$ cat src/rtl/cpmg_pkg.sv
// ----------------------------------------------------------------------------
// cpmg_pkg
// Shared definitions for the CPMG pulse sequencer: parameter width, state
// codes, rf_phase encodings, the latched scan configuration record and the
// helpers that resolve which timed state follows a given point in the scan
// once zero-length states are skipped.
// Optional feature macro (used by the files importing this package):
//   CPMG_T1_PRELUDE_EN - enables the T1 inversion-recovery prelude.
// ----------------------------------------------------------------------------
package cpmg_pkg;

    localparam int PARAM_W = 32;

    typedef logic [PARAM_W-1:0] dur_t;

    // State codes. The setup states are numbered in scan order so that
    // setup_state_from() can compare them with <=.
    localparam logic [3:0] S_IDLE = 4'd0;
    localparam logic [3:0] S_T1P  = 4'd1;
    localparam logic [3:0] S_T1D  = 4'd2;
    localparam logic [3:0] S_P90  = 4'd3;
    localparam logic [3:0] S_TAU  = 4'd4;
    localparam logic [3:0] S_P180 = 4'd5;
    localparam logic [3:0] S_DNS  = 4'd6;
    localparam logic [3:0] S_SIG  = 4'd7;
    localparam logic [3:0] S_DONE = 4'd8;

    localparam logic RF_PHASE_90  = 1'b0;
    localparam logic RF_PHASE_180 = 1'b1;

    typedef struct packed {
        dur_t t1p;
        dur_t t1d;
        dur_t p90;
        dur_t tau;
        dur_t p180;
        dur_t dns;
        dur_t sig;
        dur_t echoes;
    } scan_cfg_t;

    // First non-empty state of an echo. Only called when the echo has at
    // least one non-zero duration, so SIG is the final fallback.
    function automatic logic [3:0] first_echo_state(scan_cfg_t c);
        logic [3:0] s;
        if (c.p180 != '0)     s = S_P180;
        else if (c.dns != '0) s = S_DNS;
        else                  s = S_SIG;
        return s;
    endfunction

    // Where the scan goes after TAU. An echo whose three durations are all
    // zero takes no time at all, so the loop collapses straight to DONE.
    function automatic logic [3:0] loop_entry_state(scan_cfg_t c);
        logic [3:0] s;
        if (c.echoes == '0 || (c.p180 == '0 && c.dns == '0 && c.sig == '0))
            s = S_DONE;
        else
            s = first_echo_state(c);
        return s;
    endfunction

    // First non-zero setup state at or after candidate 'cand'. Checked from
    // the latest state back to the earliest so the earliest eligible wins.
    function automatic logic [3:0] setup_state_from(logic [3:0] cand, scan_cfg_t c);
        logic [3:0] s;
        s = loop_entry_state(c);
        if (cand <= S_TAU && c.tau != '0) s = S_TAU;
        if (cand <= S_P90 && c.p90 != '0) s = S_P90;
        if (cand <= S_T1D && c.t1d != '0) s = S_T1D;
        if (cand <= S_T1P && c.t1p != '0) s = S_T1P;
        return s;
    endfunction

    // Cycle count a state occupies; untimed states load zero.
    function automatic dur_t state_duration(logic [3:0] s, scan_cfg_t c);
        dur_t d;
        case (s)
            S_T1P:   d = c.t1p;
            S_T1D:   d = c.t1d;
            S_P90:   d = c.p90;
            S_TAU:   d = c.tau;
            S_P180:  d = c.p180;
            S_DNS:   d = c.dns;
            S_SIG:   d = c.sig;
            default: d = '0;
        endcase
        return d;
    endfunction

endpackage

$ cat src/rtl/cpmg_dur_cnt.sv
// ----------------------------------------------------------------------------
// cpmg_dur_cnt
// Loadable 32-bit down-counter timing each sequencer state. Loaded with the
// state's duration on entry; 'last' is high during the final cycle of the
// state (count == 1). Counting stops at zero and never wraps.
// Ports:
//   clk   - clock, rising edge
//   reset - synchronous active-high reset, clears the count
//   load  - load 'value' on this edge (state entry)
//   value - duration to load, in cycles
//   last  - high while the count equals 1
// ----------------------------------------------------------------------------
module cpmg_dur_cnt
    import cpmg_pkg::*;
(
    input  logic               clk,
    input  logic               reset,
    input  logic               load,
    input  logic [PARAM_W-1:0] value,
    output logic               last
);

    logic [PARAM_W-1:0] cnt_q;
    logic [PARAM_W-1:0] cnt_d;

    always_comb begin
        // NOTE: cnt_d is given a default first so every path assigns it and
        // no latch is inferred.
        cnt_d = cnt_q;
        if (load)
            cnt_d = value;
        else if (cnt_q != '0)
            cnt_d = cnt_q - PARAM_W'(1);
    end

    always_ff @(posedge clk) begin
        // NOTE: registers use non-blocking assignments so every flop samples
        // the pre-edge values, independent of statement order.
        if (reset)
            cnt_q <= '0;
        else
            cnt_q <= cnt_d;
    end

    assign last = (cnt_q == PARAM_W'(1));

endmodule

$ cat src/rtl/cpmg_sequencer.sv
// ----------------------------------------------------------------------------
// cpmg_sequencer
// CPMG NMR pulse sequencer: IDLE -> [T1P -> T1D] -> P90 -> TAU ->
// {P180 -> DNS -> SIG} x echoes_per_scan -> DONE -> IDLE. Each timed state
// lasts its latched parameter in cycles; zero-length states are skipped.
// All outputs are registered from the next state, so they line up with it.
// Optional feature macro:
//   CPMG_T1_PRELUDE_EN - include the T1 inversion-recovery prelude (T1P, T1D);
//                        without it pulse_t1/delay_t1 are ignored.
// Ports:
//   clk, reset            - clock and synchronous active-high reset
//   start, abort          - run one scan / terminate the running scan
//   pulse_90deg .. delay_t1 - 32-bit cycle counts, latched on start
//   rf_gate, rf_phase     - transmitter enable and phase (0=90/T1, 1=180)
//   rx_blank, acq_gate    - receiver blanking, ADC acquisition window
//   busy, done, echo_idx  - scan active, one-cycle completion, echo number
// ----------------------------------------------------------------------------
module cpmg_sequencer
    import cpmg_pkg::*;
(
    input  logic               clk,
    input  logic               reset,
    input  logic               start,
    input  logic               abort,
    input  logic [PARAM_W-1:0] pulse_90deg,
    input  logic [PARAM_W-1:0] pulse_180deg,
    input  logic [PARAM_W-1:0] init_delay,
    input  logic [PARAM_W-1:0] delay_nosig,
    input  logic [PARAM_W-1:0] delay_sig,
    input  logic [PARAM_W-1:0] echoes_per_scan,
    input  logic [PARAM_W-1:0] pulse_t1,
    input  logic [PARAM_W-1:0] delay_t1,
    output logic               rf_gate,
    output logic               rf_phase,
    output logic               rx_blank,
    output logic               acq_gate,
    output logic               busy,
    output logic               done,
    output logic [PARAM_W-1:0] echo_idx
);

    logic [PARAM_W-1:0] t1p_in;
    logic [PARAM_W-1:0] t1d_in;

`ifdef CPMG_T1_PRELUDE_EN
    assign t1p_in = pulse_t1;
    assign t1d_in = delay_t1;
`else
    // Prelude compiled out: zero durations make the setup chain skip T1P/T1D.
    logic unused_t1;
    assign t1p_in    = '0;
    assign t1d_in    = '0;
    assign unused_t1 = ^{pulse_t1, delay_t1};
`endif

    scan_cfg_t  cfg_in;
    scan_cfg_t  cfg_q;
    scan_cfg_t  cfg_eff;
    logic [3:0] state_q;
    logic [3:0] state_d;
    logic [3:0] next_echo;
    dur_t       echo_idx_q;
    logic       last_echo;
    logic       echo_clr;
    logic       echo_inc;
    logic       cnt_load;
    dur_t       cnt_value;
    logic       cnt_last;

    logic rf_gate_q, rf_phase_q, rx_blank_q, acq_gate_q, busy_q, done_q;

    assign cfg_in = '{t1p:    t1p_in,
                      t1d:    t1d_in,
                      p90:    pulse_90deg,
                      tau:    init_delay,
                      p180:   pulse_180deg,
                      dns:    delay_nosig,
                      sig:    delay_sig,
                      echoes: echoes_per_scan};

    // In IDLE the scan about to start is timed from the live inputs (they
    // are latched on that same edge); afterwards only the latched copy counts.
    assign cfg_eff = (state_q == S_IDLE) ? cfg_in : cfg_q;

    assign last_echo = (echo_idx_q == cfg_q.echoes - PARAM_W'(1));
    assign next_echo = last_echo ? S_DONE : first_echo_state(cfg_q);

    always_comb begin
        state_d  = state_q;
        cnt_load = 1'b0;
        echo_clr = 1'b0;
        echo_inc = 1'b0;
        if (abort) begin
            // Abort also blocks a same-cycle start while idle.
            if (state_q != S_IDLE) begin
                state_d  = S_IDLE;
                cnt_load = 1'b1;
                echo_clr = 1'b1;
            end
        end else begin
            case (state_q)
                S_IDLE: if (start) begin
                    state_d  = setup_state_from(S_T1P, cfg_in);
                    cnt_load = 1'b1;
                    echo_clr = 1'b1;
                end
                S_T1P: if (cnt_last) begin
                    state_d  = setup_state_from(S_T1D, cfg_q);
                    cnt_load = 1'b1;
                end
                S_T1D: if (cnt_last) begin
                    state_d  = setup_state_from(S_P90, cfg_q);
                    cnt_load = 1'b1;
                end
                S_P90: if (cnt_last) begin
                    state_d  = setup_state_from(S_TAU, cfg_q);
                    cnt_load = 1'b1;
                end
                S_TAU: if (cnt_last) begin
                    state_d  = loop_entry_state(cfg_q);
                    cnt_load = 1'b1;
                end
                S_P180: if (cnt_last) begin
                    cnt_load = 1'b1;
                    if (cfg_q.dns != '0)
                        state_d = S_DNS;
                    else if (cfg_q.sig != '0)
                        state_d = S_SIG;
                    else begin
                        state_d  = next_echo;
                        echo_inc = !last_echo;
                    end
                end
                S_DNS: if (cnt_last) begin
                    cnt_load = 1'b1;
                    if (cfg_q.sig != '0)
                        state_d = S_SIG;
                    else begin
                        state_d  = next_echo;
                        echo_inc = !last_echo;
                    end
                end
                S_SIG: if (cnt_last) begin
                    cnt_load = 1'b1;
                    state_d  = next_echo;
                    echo_inc = !last_echo;
                end
                default: begin
                    // DONE lasts one cycle; unused codes recover to IDLE.
                    state_d  = S_IDLE;
                    cnt_load = 1'b1;
                end
            endcase
        end
    end

    // A transition can re-enter the same state (e.g. SIG -> SIG when P180
    // and DNS are zero), so the counter loads on every taken transition.
    assign cnt_value = state_duration(state_d, cfg_eff);

    cpmg_dur_cnt u_dur_cnt (
        .clk   (clk),
        .reset (reset),
        .load  (cnt_load),
        .value (cnt_value),
        .last  (cnt_last)
    );

    always_ff @(posedge clk) begin
        if (reset) begin
            state_q    <= S_IDLE;
            cfg_q      <= '0;
            echo_idx_q <= '0;
            rf_gate_q  <= 1'b0;
            rf_phase_q <= 1'b0;
            rx_blank_q <= 1'b0;
            acq_gate_q <= 1'b0;
            busy_q     <= 1'b0;
            done_q     <= 1'b0;
        end else begin
            state_q <= state_d;
            if (state_q == S_IDLE && start && !abort)
                cfg_q <= cfg_in;
            if (echo_clr)
                echo_idx_q <= '0;
            else if (echo_inc)
                echo_idx_q <= echo_idx_q + PARAM_W'(1);
            // Outputs decode the next state so they are valid with it.
            rf_gate_q  <= (state_d == S_T1P) || (state_d == S_P90) || (state_d == S_P180);
            rf_phase_q <= (state_d == S_P180) ? RF_PHASE_180 : RF_PHASE_90;
            rx_blank_q <= (state_d == S_T1P) || (state_d == S_P90) ||
                          (state_d == S_P180) || (state_d == S_DNS);
            acq_gate_q <= (state_d == S_SIG);
            busy_q     <= (state_d != S_IDLE);
            done_q     <= (state_d == S_DONE);
        end
    end

    assign rf_gate  = rf_gate_q;
    assign rf_phase = rf_phase_q;
    assign rx_blank = rx_blank_q;
    assign acq_gate = acq_gate_q;
    assign busy     = busy_q;
    assign done     = done_q;
    assign echo_idx = echo_idx_q;

endmodule

$ cat config.mk
export PLATFORM = sky130hd
export DESIGN_NAME = cpmg_sequencer
export DESIGN_NICKNAME = d
export VERILOG_FILES = /design/src/rtl/cpmg_pkg.sv /design/src/rtl/cpmg_dur_cnt.sv /design/src/rtl/cpmg_sequencer.sv
export SDC_FILE = /design/constraint.sdc
export NUM_CORES = 1
export LEC_CHECK = 0
export CAP_MARGIN = 20
export CORE_UTILIZATION = 55
export CTS_CLUSTER_SIZE = 8
export DETAILED_ROUTE_END_ITERATION = 16
export HOLD_SLACK_MARGIN = 0.06
export PLACE_DENSITY_LB_ADDON = 0.05
export SLEW_MARGIN = 10
export SYNTH_ARGS = -nofsm -noshare
export SYNTH_HDL_FRONTEND = slang
export SYNTH_SLANG_ARGS = --single-unit
$ cat constraint.sdc
create_clock -name clk -period 6.42 [get_ports clk]
set_input_delay 1.284 -clock clk [delete_from_list [all_inputs] [get_ports clk]]
set_output_delay 1.284 -clock clk [all_outputs]
set_load 0.005 [all_outputs]
==> results.md, run 1 <==
* Synth Cell Area at between 0.015 and 0.02 mm²
* Cell family with most CP delay: simple AND/OR/NAND/NOR gates
* Seq/Total Area, Yosys at 0.336
* #FFs+latches synth at ~270
* Worst VDD drop at about 0.00018 V
* M3 GR Usage at 0.0688
* Die footprint at between 0.02 and 0.03 mm²
* Num CTS Buffers at 39
* Largest family of logic cells by synthesized area: simple AND/OR/NAND/NOR gates
* Async set-reset flop share out of synthesis at 0
* Syn Inst Count at ~2200
* Critical path depth in cells at 14
* Root buffer cell: clkbuf_16
* Lkg Pwr at around 7.0 nW
* Critical Path End Type: register
* Vias in the first global route at between 15000 and 20000
* M1 GR Usage at 0.518
* Largest net degree at the start of global routing at 126
* DRT iter0 DRCs at 2262
* IO Pins at between 200 and 300
* Placement Cell Area at between 0.015 and 0.02 mm²
* Final Cycle Share at 0.855
* Post-synthesis compound-gate area fraction at 0.198
* Share of cells above drive strength 1 at 0.0589
* Worst reg-to-reg path cell count at 14
* Starting Density at 0.564
* Post-DP HPWL at approximately 44 mm
* Final antenna-violating net count at 0
* Ys flop type: dfxtp_1
* Number of fill cells at 2426
* Hold Path Class: reg -> reg
* Routed WL at around 60 mm
* Simple-Gate Fraction of Synth Area at 0.321
* Cell Pwr Density at 284 mW/mm²
* Hold Fails Final Rpt at 0
* Post-synthesis mux area share at 0.0477
* Clock buffer depth at 3
* Met2 Use GR at 0.633
* Highest Clock Rate at 0.182 GHz
* Setup crit start kind: register
* Final TNS setup at 0 ps
* Max_slew headroom at 0.213
* Fin nets at ~2600
* Cts hold-fix bufs at 0
* Period minus WS final at 5490 ps
* Clk slew on worst S/H paths at roughly 50 ps
* Die Height at 172 µm
* Slew of the pin with the lowest slew margin at approximately 1200 ps
* Average wire per standard cell at roughly 22 µm
* Post-Synth XOR/XNOR Area at 0.0470
* Via count at about 18000
* Drt first pass iters at 6
* Die width at 172 µm
* Total track usage at 0.404
* CP max FO at 21
* IO Port Bufs at ~230
* Worst-Skew Late Latency at approximately 530 ps
* CTS tree: done
* Antenna violations before repair at 0
* N_diodes at 0
* Rows at 61
* Postcts setup bufs at 0
* Slowest CP cell: or4_1
* Kind of critical path: reg -> reg
* Crit path DAT at slightly below 6000 ps
* GRT busiest layer: met2
* Grt ovf at 0
* Hold Path Stages at 2
* Synth-to-layout area growth at 22.1%
* Post-synth EDFFs at 0
* Max Slew Vio Count at 0
* RSZ-0062 raised after global routing: false
* Yosys warnings at 0
* Post-synthesis area per instance at 7.25 µm²
* Core box area at roughly 0.028 mm²
* Drt drc at 0
* R2R setup slack at about 930 ps
* Design area at just under 0.02 mm²
* Setup violators final at 0
* WP data required at 6840 ps
* Clock sinks at roughly 270
* Synth Area in Adders at 0.00316
* MaxCap Viol Count at 0
* H-Tree Depth at 2
* Post-CTS Resized at 0
* Final GP Congestion at approximately 1
* First-pass GRT wire length at 91.2 mm
* Vias per cell at 6.53
* Outcome: finished, final reports clean
* CP peak stage delay at ~800 ps
* Critical path buffer and inverter count at 3
* Cells along the critical path: inv_1, ha_1, nor2b_1, nand3_1, or3_1, xnor2_1, or4_1, or4_1, a21o_1, buf_4, a2111oi_0, buf_4, a211oi_1, a221oi_1
* Synth unique cells at about 80
* Worst Skew at between 15 and 20 ps
* Post-synth net total at 2449
==> worst register-to-register path, cell delays in order (launching register included) <==
cell and delay, ps:
dfxtp_1 410, inv_1 100, ha_1 320, nor2b_1 390, nand3_1 340, or3_1 430, xnor2_1 150, or4_1 510
or4_1 800, a21o_1 580, buf_4 330, a2111oi_0 480, buf_4 220, a211oi_1 40, a221oi_1 280
==> per-stage QoR <==
| step | hold slack (ps) | total power, mW | setup slack [ps] | utilization | instances |
|---|---|---|---|---|---|
| finish | 468 | 5.49 | 932 | 0.688 | 2721 |
| global route | 487 | 5.68 | 661 | 0.688 | 2721 |
| CTS | 466 | 5.43 | 1050 | 0.688 | 2721 |
| detailed placement | 460 | 3.59 | 683 | 0.651 | 2677 |
| global placement | 454 | 3.57 | 833 | 0.650 | 2675 |
| floorplan | 444 | 2.95 | 2270 | - | 2185 |
==> final cells by class <==
type | instances | area, µm² | area share
tap | 378 | 473 | 0.0245
timing repair buffer | 274 | 2650 | 0.137
clock inverter | 3 | 32.5 | 0.00168
sequential | 266 | 5330 | 0.275
inverter | 19 | 71.3 | 0.00369
clock buffer | 41 | 1000 | 0.0520
multi-input combinational | 1740 | 9770 | 0.506
==> cells by family (layout without fill, tap and decap cells) <==
family                   after synthesis  after routing
AND/OR/NAND/NOR                     1090           1090
AO/OA/AOI/OAI                        491            491
flip-flops                           266            266
buffers and inverters                179            337
XOR/XNOR                              85             85
multiplexers                          70             70
adder cells (fa/ha/maj)                4              4
==> cell usage in the layout (no fill, tap or decap), types with 20 or more instances in the layout <==
master and count:
a21oi_1 255, clkdlybuf4s50_1 232, nor4_1 123, nand2_1 622, nor3_1 49, nor2_1 81
clkbuf_16 40, nand3_1 63, xnor2_1 41, or3_1 27, a31oi_1 22, buf_4 40
dfxtp_1 266, nand4_1 38, o2111ai_1 20, o21ai_0 31, xor2_1 44, mux2i_1 63
o211ai_1 21
==> flip-flops by register name, indices dropped and copies added, names as in the netlist <==
name / flops
cfg_q: 192
echo_idx: 32
rf_phase: 1
done: 1
u_dur_cnt.cnt_q: 32
state_q: 4
busy: 1
acq_gate: 1
rf_gate: 1
rx_blank: 1
==> synth_stat cells, types with 5 or more instances <==
master,number,share of area
buf_2,13,0.0041
or4_4,5,0.0036
and2_1,7,0.0028
a21oi_1,255,0.081
a2111oi_0,5,0.0028
a31oi_1,22,0.0087
o21ai_1,15,0.0047
nor4_1,124,0.049
clkbuf_1,131,0.031
a211oi_1,13,0.0062
dfxtp_1,266,0.34
nand2_1,622,0.15
nand3_1,63,0.020
nand4_1,38,0.015
a22o_1,13,0.0072
o211a_1,5,0.0032
and3_1,8,0.0032
o211ai_1,21,0.010
a21o_1,15,0.0071
buf_6,6,0.0043
inv_1,17,0.0040
o32a_1,13,0.0082
nand2b_1,6,0.0024
o21ai_0,31,0.0098
o31ai_1,9,0.0043
nor3_1,49,0.015
or2_2,10,0.0040
buf_1,7,0.0017
o2111ai_1,20,0.011
xor2_1,44,0.024
mux2i_1,63,0.040
or4_1,15,0.0071
xnor2_1,41,0.023
nor2_1,83,0.020
or3_1,28,0.011
==> power by group <==
group	switching (mW)	internal, mW
sequential	0.122	1.78
clock	0.750	1.10
combinational	1.07	0.673
total	1.94	3.55
==> per-layer routing <==
layer  wire, µm  share of wire  up-vias
met5          0              0        -
met1      23900           0.39     8328
met4       3930          0.065        0
met2      27200           0.45     1103
met3       5820          0.096      215
li1           -              -     8119
==> final timing paths <==
kind | from | to
worst max-delay path | cfg_q[0] | u_dur_cnt.cnt_q[23]
worst max register to register | cfg_q[0] | u_dur_cnt.cnt_q[23]
worst min register to register | cfg_q[111] | cfg_q[111]
worst min-delay path | cfg_q[111] | cfg_q[111]
No activity file was read; power rests on OpenSTA's default activity.
==> run 2: changes to the inputs <==
==> constraint.sdc (replaced) <==
create_clock -name clk -period 6.42 [get_ports clk]
set_input_delay 0.642 -clock clk [delete_from_list [all_inputs] [get_ports clk]]
set_output_delay 0.642 -clock clk [all_outputs]
set_load 0.005 [all_outputs]
==> run 2 against run 1 <==
  * Sequential share of layout area rose by 0.14 points
  * Combinational power about the same
  * Highest routed layer unchanged
  * Design area shrank 0.50%
==> results.md, run 2 (synthesis gave the netlist of run 1 again) <==
* Vias per cell at 6.46 (-1.1%)
* Hold Path Class: reg -> reg
* Sequential power share at 0.351 (+0.005)
* Hold WS at 471 ps (+2.98 ps)
* Worst VDD drop at 0.000193 V (+5.5%)
* Total track usage at 0.403 (-0.00159)
* WP data required at 6800 ps (-40 ps)
* Final GP Congestion at 1.01 (-0.33%)
* Most common cell after layout, fill and taps aside: nand2_1
* Slew of the pin with the lowest slew margin at 1110 ps (-73.4 ps)
* Final Cycle Share at 0.836 (-0.0192)
* Root buffer cell: clkbuf_16
* Switching Power at 1.91 mW (-1.7%)
* Outcome: finished, final reports clean
* Routed WL at 60.2 mm (-0.98%)
* Critical Path End Type: register
* Rows at 61 (unchanged)
* Synth-to-layout area growth at 21.5%
* Cell Pwr Density at 282 mW/mm² (-0.71%)
* Highest Clock Rate at 0.186 GHz (+2.3%)
* Max reg flops at 192 (unchanged)
* Worst hold path startpoint: cfg_q[58]
* Die width at 172 µm (unchanged)
* Drt first pass iters at 6 (unchanged)
* Post-CTS Resized at 0 (unchanged)
* N_diodes at 0 (unchanged)
* Fin nets at 2594 (-0.38%)
* Max Slew Vio Count at 0 (unchanged)
* Largest Register: cfg_q
* Clock Power Share at 0.331 (-0.005)
* CP max FO at 21 (unchanged)
* Worst reg-to-reg path cell count at 12 (-2)
* Cells along the critical path: or4_1, or3_1, or4_1, and2_1, nor4_1, o21ai_1, nor4_4, nor2_2, buf_4, nand4_1, o311ai_0, o221a_1
* Lkg Pwr at 6.95 nW (-0.87%)
* Post-DP HPWL at 43.9 mm (+0.45%)
* Max_slew headroom at 0.262 (+0.0490)
* CP peak stage delay at 830 ps (+30 ps)
* IO Pins at 298 (unchanged)
* Setup crit start kind: register
* R2r startpoint: cfg_q[16]
* Clock buffer depth at 3 (unchanged)
* Cell family with most CP delay: simple AND/OR/NAND/NOR gates
* Cts hold-fix bufs at 0 (unchanged)
* Period minus WS final at 5360 ps (-123 ps)
* R2R setup slack at 1060 ps (+120 ps)
* Critical path buffer and inverter count at 1 (-2)
* Setup violators final at 0 (unchanged)
* Tot Pwr at 5.42 mW (-1.2%)
* Average wire per standard cell at 22.2 µm (-0.54%)
* Most frequent cell on the critical path: or4_1
* Hold endpoint: cfg_q[58]
* Kind of critical path: reg -> reg
* Critical path depth in cells at 12 (-2)
* Hold Fails Final Rpt at 0 (unchanged)
* Final antenna-violating net count at 0 (unchanged)
* Drt drc at 0 (unchanged)
* Most frequent cells in the layout: nand2_1 (622), dfxtp_1 (266), a21oi_1 (255)
* Starting Density at 0.564 (unchanged)
* Num CTS Buffers at 39 (unchanged)
* H-Tree Depth at 2 (unchanged)
* Net Sw Frac at 0.352 (-0.00175)
* IO Port Bufs at 233 (unchanged)
* CTS tree: done
* Grt ovf at 0 (unchanged)
* Slowest CP cell: nor4_4
* Die footprint at 0.0295 mm² (unchanged)
* MaxCap Viol Count at 0 (unchanged)
* Hold Path Stages at 2 (unchanged)
* Comb power frac at 0.319 (about the same)
* Crit path DAT at 5750 ps (-160 ps)
* Die Height at 172 µm (unchanged)
* Pre-CTS setup slack at 1070 ps (+386 ps)
* Core box area at 0.0281 mm² (unchanged)
* DRT iter0 DRCs at 2348 (+3.8%)
* Worst Skew at 21.3 ps (+4.59 ps)
* Worst-Skew Late Latency at 530 ps (about the same)
* Clk slew on worst S/H paths at 50 ps (about the same)
* Reg-to-reg endpoint: u_dur_cnt.cnt_q[31]
* Fin cells at 2709 (-0.44%)
* Cell internal pwr at 3.51 mW (-0.95%)
* Largest net degree at the start of global routing at 114 (-9.5%)
* RSZ-0062 raised after global routing: false
* Vias in the first global route at 15900 (-1.6%)
* Share of cells above drive strength 1 at 0.0545 (-0.00442)
* Antenna violations before repair at 0 (unchanged)
* Setup ws final at 1060 ps (+123 ps)
* Final TNS setup at 0 ps (unchanged)
* Via count at 17500 (-1.5%)
* First-pass GRT wire length at 90.9 mm (-0.38%)
* Postcts setup bufs at 0 (unchanged)
* Clock sinks at 266 (unchanged)
* Inst Count DP at 2667 (-0.37%)
-- run 2: changes by cell type in the layout (fill, tap and decap cells not counted) --
cell / before / now
buf_12: 0 / 1
clkinv_8: 1 / 0
nor4_1: 123 / 122
clkbuf_16: 40 / 39
buf_4: 40 / 29
nor4_2: 4 / 5
-- run 2: worst max-delay path by stage --
stage	from	endpoint	slack (ps)
floorplan	cfg_q[0]	u_dur_cnt.cnt_q[14]	2270
global placement	init_delay[15]	u_dur_cnt.cnt_q[23]	1130
detailed placement	init_delay[15]	u_dur_cnt.cnt_q[23]	1070
CTS	cfg_q[16]	u_dur_cnt.cnt_q[19]	1170
global route	cfg_q[0]	u_dur_cnt.cnt_q[31]	730
finish	cfg_q[16]	u_dur_cnt.cnt_q[31]	1060
-- run 2: layout make-up --
cell class / instances / area [µm²]
Timing Repair Buffer: 264 / 2590
Inverter: 19 / 71.3
Fill cell: 2362 / 8850
Multi-Input combinational cell: 1740 / 9780
Clock inverter: 2 / 16.3
Sequential cell: 266 / 5330
Clock buffer: 40 / 980
Tap cell: 378 / 473
-- run 2: worst register-to-register path, stage by stage, from the launching register on --
cell and delay, ps:
dfxtp_1 390, or4_1 620, or3_1 550, or4_1 590, and2_1 190, nor4_1 390, o21ai_1 250, nor4_4 830
nor2_2 330, buf_4 330, nand4_1 140, o311ai_0 290, o221a_1 350
-- run 2: power by group through the flow --
stage / logic, mW / clock network (mW) / registers, mW
finish: 1.73 / 1.79 / 1.90
global route: 1.85 / 1.87 / 1.91
CTS: 1.68 / 1.79 / 1.90
detailed placement: 1.67 / 0 / 1.93
global placement: 1.65 / 0 / 1.92
floorplan: 1.08 / 0 / 1.87
-- run 2: per-layer routing --
metal  up-vias  global-route usage  wire length (µm)  part of all wire
li1       8100                   -                 -                 -
met3       207              0.0748              6080              0.10
met1      8101               0.520             23700              0.39
met2      1083               0.629             26800              0.45
met5         -                   0                 0                 0
met4         0               0.230              3600             0.060
-- run 2: through the flow --
| stage | util | instance area [µm²] |
|---|---|---|
| 6_report | 0.685 | 19200 |
| 5_1_grt | 0.685 | 19200 |
| 4_1_cts | 0.685 | 19200 |
| 3_5_place_dp | 0.649 | 18200 |
| 3_3_place_gp | 0.649 | 18200 |
| 2_1_floorplan | - | 15800 |
==> run 3: changes to the inputs <==
--- a/config.mk
+++ b/config.mk
@@ -6,7 +6,7 @@
 export NUM_CORES = 1
 export LEC_CHECK = 0
 export CAP_MARGIN = 20
-export CORE_UTILIZATION = 55
+export CORE_UTILIZATION = 48
 export CTS_CLUSTER_SIZE = 8
 export DETAILED_ROUTE_END_ITERATION = 16
 export HOLD_SLACK_MARGIN = 0.06
==> constraint.sdc (replaced) <==
create_clock -name clk -period 4.7 [get_ports clk]
set_input_delay 0.47 -clock clk [delete_from_list [all_inputs] [get_ports clk]]
set_output_delay 0.47 -clock clk [all_outputs]
set_load 0.005 [all_outputs]
==> run 3 against run 2 <==
  * Flip-flop and latch count unchanged
  * Sequential power increased by 36%
  * Setup slack got worse by 1000 ps
  * Total power increased by 40%
  * Cell count increased by 5.9%
  * Die area increased by 14%
  * Maximum frequency increased by 15%
  * Sequential share of layout area decreased by 1.2 points
  * Register-to-register slack got worse by 1000 ps
  * Critical endpoint is now u_dur_cnt.cnt_q[24]
  * Largest power group unchanged
  * Highest routed layer is now met5
==> results.md, run 3 (synthesis gave the netlist of run 1 again) <==
* DRT iter0 DRCs at 2035 (-13%)
* Final Cycle Share at 0.991 (+0.156)
* Worst Skew at 17.4 ps (-3.88 ps)
* Core box area at 0.0325 mm² (+16%)
* Fin nets at 2692 (+3.8%)
* Hold Path Class: in -> reg
* M3 GR Usage at 0.0638 (-0.0110)
* Util after Layout at 0.620 (-0.0649)
* Most frequent cells in the layout: nand2_1 (621), dfxtp_1 (266), a21oi_1 (255)
* Max reg flops at 192 (unchanged)
* Most common cell after layout, fill and taps aside: nand2_1
* M1 GR Usage at 0.480 (-0.0394)
* Design area at 0.0201 mm² (+4.6%)
* Slew of the pin with the lowest slew margin at 1150 ps (+42.4 ps)
* Largest net degree at the start of global routing at 194 (+70%)
* Root buffer cell: clkbuf_16
* Number of fill cells at 2983 (+26%)
* Cell internal pwr at 4.95 mW (+41%)
* Synth-to-layout area growth at 27.1%
* N_diodes at 0 (unchanged)
* Comb power frac at 0.337 (+0.018)
* Worst VDD drop at 0.000259 V (+34%)
* Placement Cell Area at 0.0191 mm² (+4.5%)
* Vias per cell at 6.16 (-4.5%)
* Largest Register: cfg_q
* Max_slew headroom at 0.233 (-0.0282)
* WP data required at 5110 ps (-1690 ps)
* Rows at 66 (+8.2%)
* Num CTS Buffers at 39 (unchanged)
* H-Tree Depth at 2 (unchanged)
* Final GP Congestion at 1.05 (+3.6%)
* Slowest CP cell: or4_4
* Setup ws final at 40.7 ps (-1010 ps)
* Critical path buffer and inverter count at 2 (+1)
* Sequential power share at 0.340 (-0.011)
* Clock Power Share at 0.323 (-0.008)
* Share of cells above drive strength 1 at 0.0956 (+0.0411)
* Final antenna-violating net count at 0 (unchanged)
* Cell family with most CP delay: simple AND/OR/NAND/NOR gates
* Cells along the critical path: or4_4, or4_4, or4_1, o32a_1, o2bb2ai_1, or4_1, buf_4, a21o_1, buf_12, o2111ai_1, o2111ai_1, a22o_1
* MaxCap Viol Count at 0 (unchanged)
* Period minus WS final at 4660 ps (-706 ps)
* Net Sw Frac at 0.350 (-0.00235)
* Via count at 17700 (+1.1%)
* Final TNS setup at 0 ps (unchanged)
* Lkg Pwr at 7.45 nW (+7.1%)
* Grt ovf at 0 (unchanged)
* Drt drc at 0 (unchanged)
* Clk slew on worst S/H paths at 50 ps (about the same)
* Outcome: finished, final reports clean
* First-pass GRT wire length at 94.7 mm (+4.2%)
* Pre-CTS setup slack at 127 ps (-942 ps)
* Worst-Skew Late Latency at 530 ps (about the same)
* Routed WL at 63.1 mm (+4.7%)
* Highest Clock Rate at 0.215 GHz (+15%)
* Die Height at 184 µm (+7.0%)
* IO Port Bufs at 233 (unchanged)
* CP peak stage delay at 590 ps (-240 ps)
* RSZ-0062 raised after global routing: false
* Setup crit start kind: register
* Die width at 184 µm (+7.0%)
* Total track usage at 0.367 (-0.0361)
* Average wire per standard cell at 22.0 µm (-1.2%)
* Hold WS at 469 ps (-2.46 ps)
* Vias in the first global route at 16000 (+1.1%)
* Critical Path End Type: register
* Hold Fails Final Rpt at 0 (unchanged)
* Die footprint at 0.0337 mm² (+14%)
* Kind of critical path: reg -> reg
* Clock sinks at 266 (unchanged)
* CTS tree: done
* IO Pins at 298 (unchanged)
* Antenna violations before repair at 1 (+1)
* CP max FO at 26 (+24%)
* Clock buffer depth at 3 (unchanged)
* GRT busiest layer: met2
* Switching Power at 2.66 mW (+39%)
* Cell Pwr Density at 378 mW/mm² (+34%)
* Crit path DAT at 5070 ps (-680 ps)
* Setup violators final at 0 (unchanged)
* Met2 Use GR at 0.575 (-0.0540)
* Starting Density at 0.488 (-0.0758)
* Max Slew Vio Count at 0 (unchanged)
* Drt first pass iters at 6 (unchanged)
* Post-DP HPWL at 46.7 mm (+6.3%)
[run 3: cell type report]
| cell class | instances | area (µm²) | area share |
|---|---|---|---|
| multi-input combinational | 1740 | 9810 | 0.488 |
| clock inverter | 2 | 17.5 | 0.000871 |
| tap | 442 | 553 | 0.0275 |
| timing repair buffer | 362 | 3360 | 0.167 |
| inverter | 19 | 71.3 | 0.00355 |
| clock buffer | 39 | 976 | 0.0485 |
| sequential | 266 | 5330 | 0.265 |
[run 3: metal layers]
layer  vias to the layer above  routed length [µm]
met5                         -                  16
li1                       8291                   -
met3                       187                5570
met1                      8251               25500
met4                         2                3730
met2                       961               28200
[run 3: what timing repair did]
item / in CTS / in global routing
buffers inserted: 0 / 4
gates resized for setup: 0 / 11
hold buffers: 0 / 0
endpoints found under the setup margin: 0 / 39
[run 3: path summary, 6_finish.rpt]
check / from / end / slack (ps) / cells after the start
worst max register to register: cfg_q[2] / u_dur_cnt.cnt_q[24] / 40 / 12
worst max-delay path: cfg_q[2] / u_dur_cnt.cnt_q[24] / 40 / 12
worst min register to register: cfg_q[93] / cfg_q[93] / 470 / 2
worst min-delay path: reset / cfg_q[175] / 470 / 2
[run 3: power by group through the flow]
stage / Clock [mW] / Sequential, mW / Combinational [mW]
2_1_floorplan: 0 / 2.56 / 1.48
3_3_place_gp: 0 / 2.62 / 2.47
3_5_place_dp: 0 / 2.63 / 2.49
4_1_cts: 2.48 / 2.58 / 2.50
5_1_grt: 2.57 / 2.61 / 2.76
6_report: 2.46 / 2.59 / 2.57
[run 3: worst register-to-register path: cells and delay by family (launching register included)]
family,cells,cell delay [ps]
buf+inv,2,400
simple gates,4,2130
flops,1,310
compound gates,6,1700
[run 3: per-stage QoR]
stage	total power, mW	cells
floorplan	4.03	2185
global placement	5.09	2824
detailed placement	5.11	2825
CTS	7.57	2866
global route	7.94	2870
finish	7.61	2870
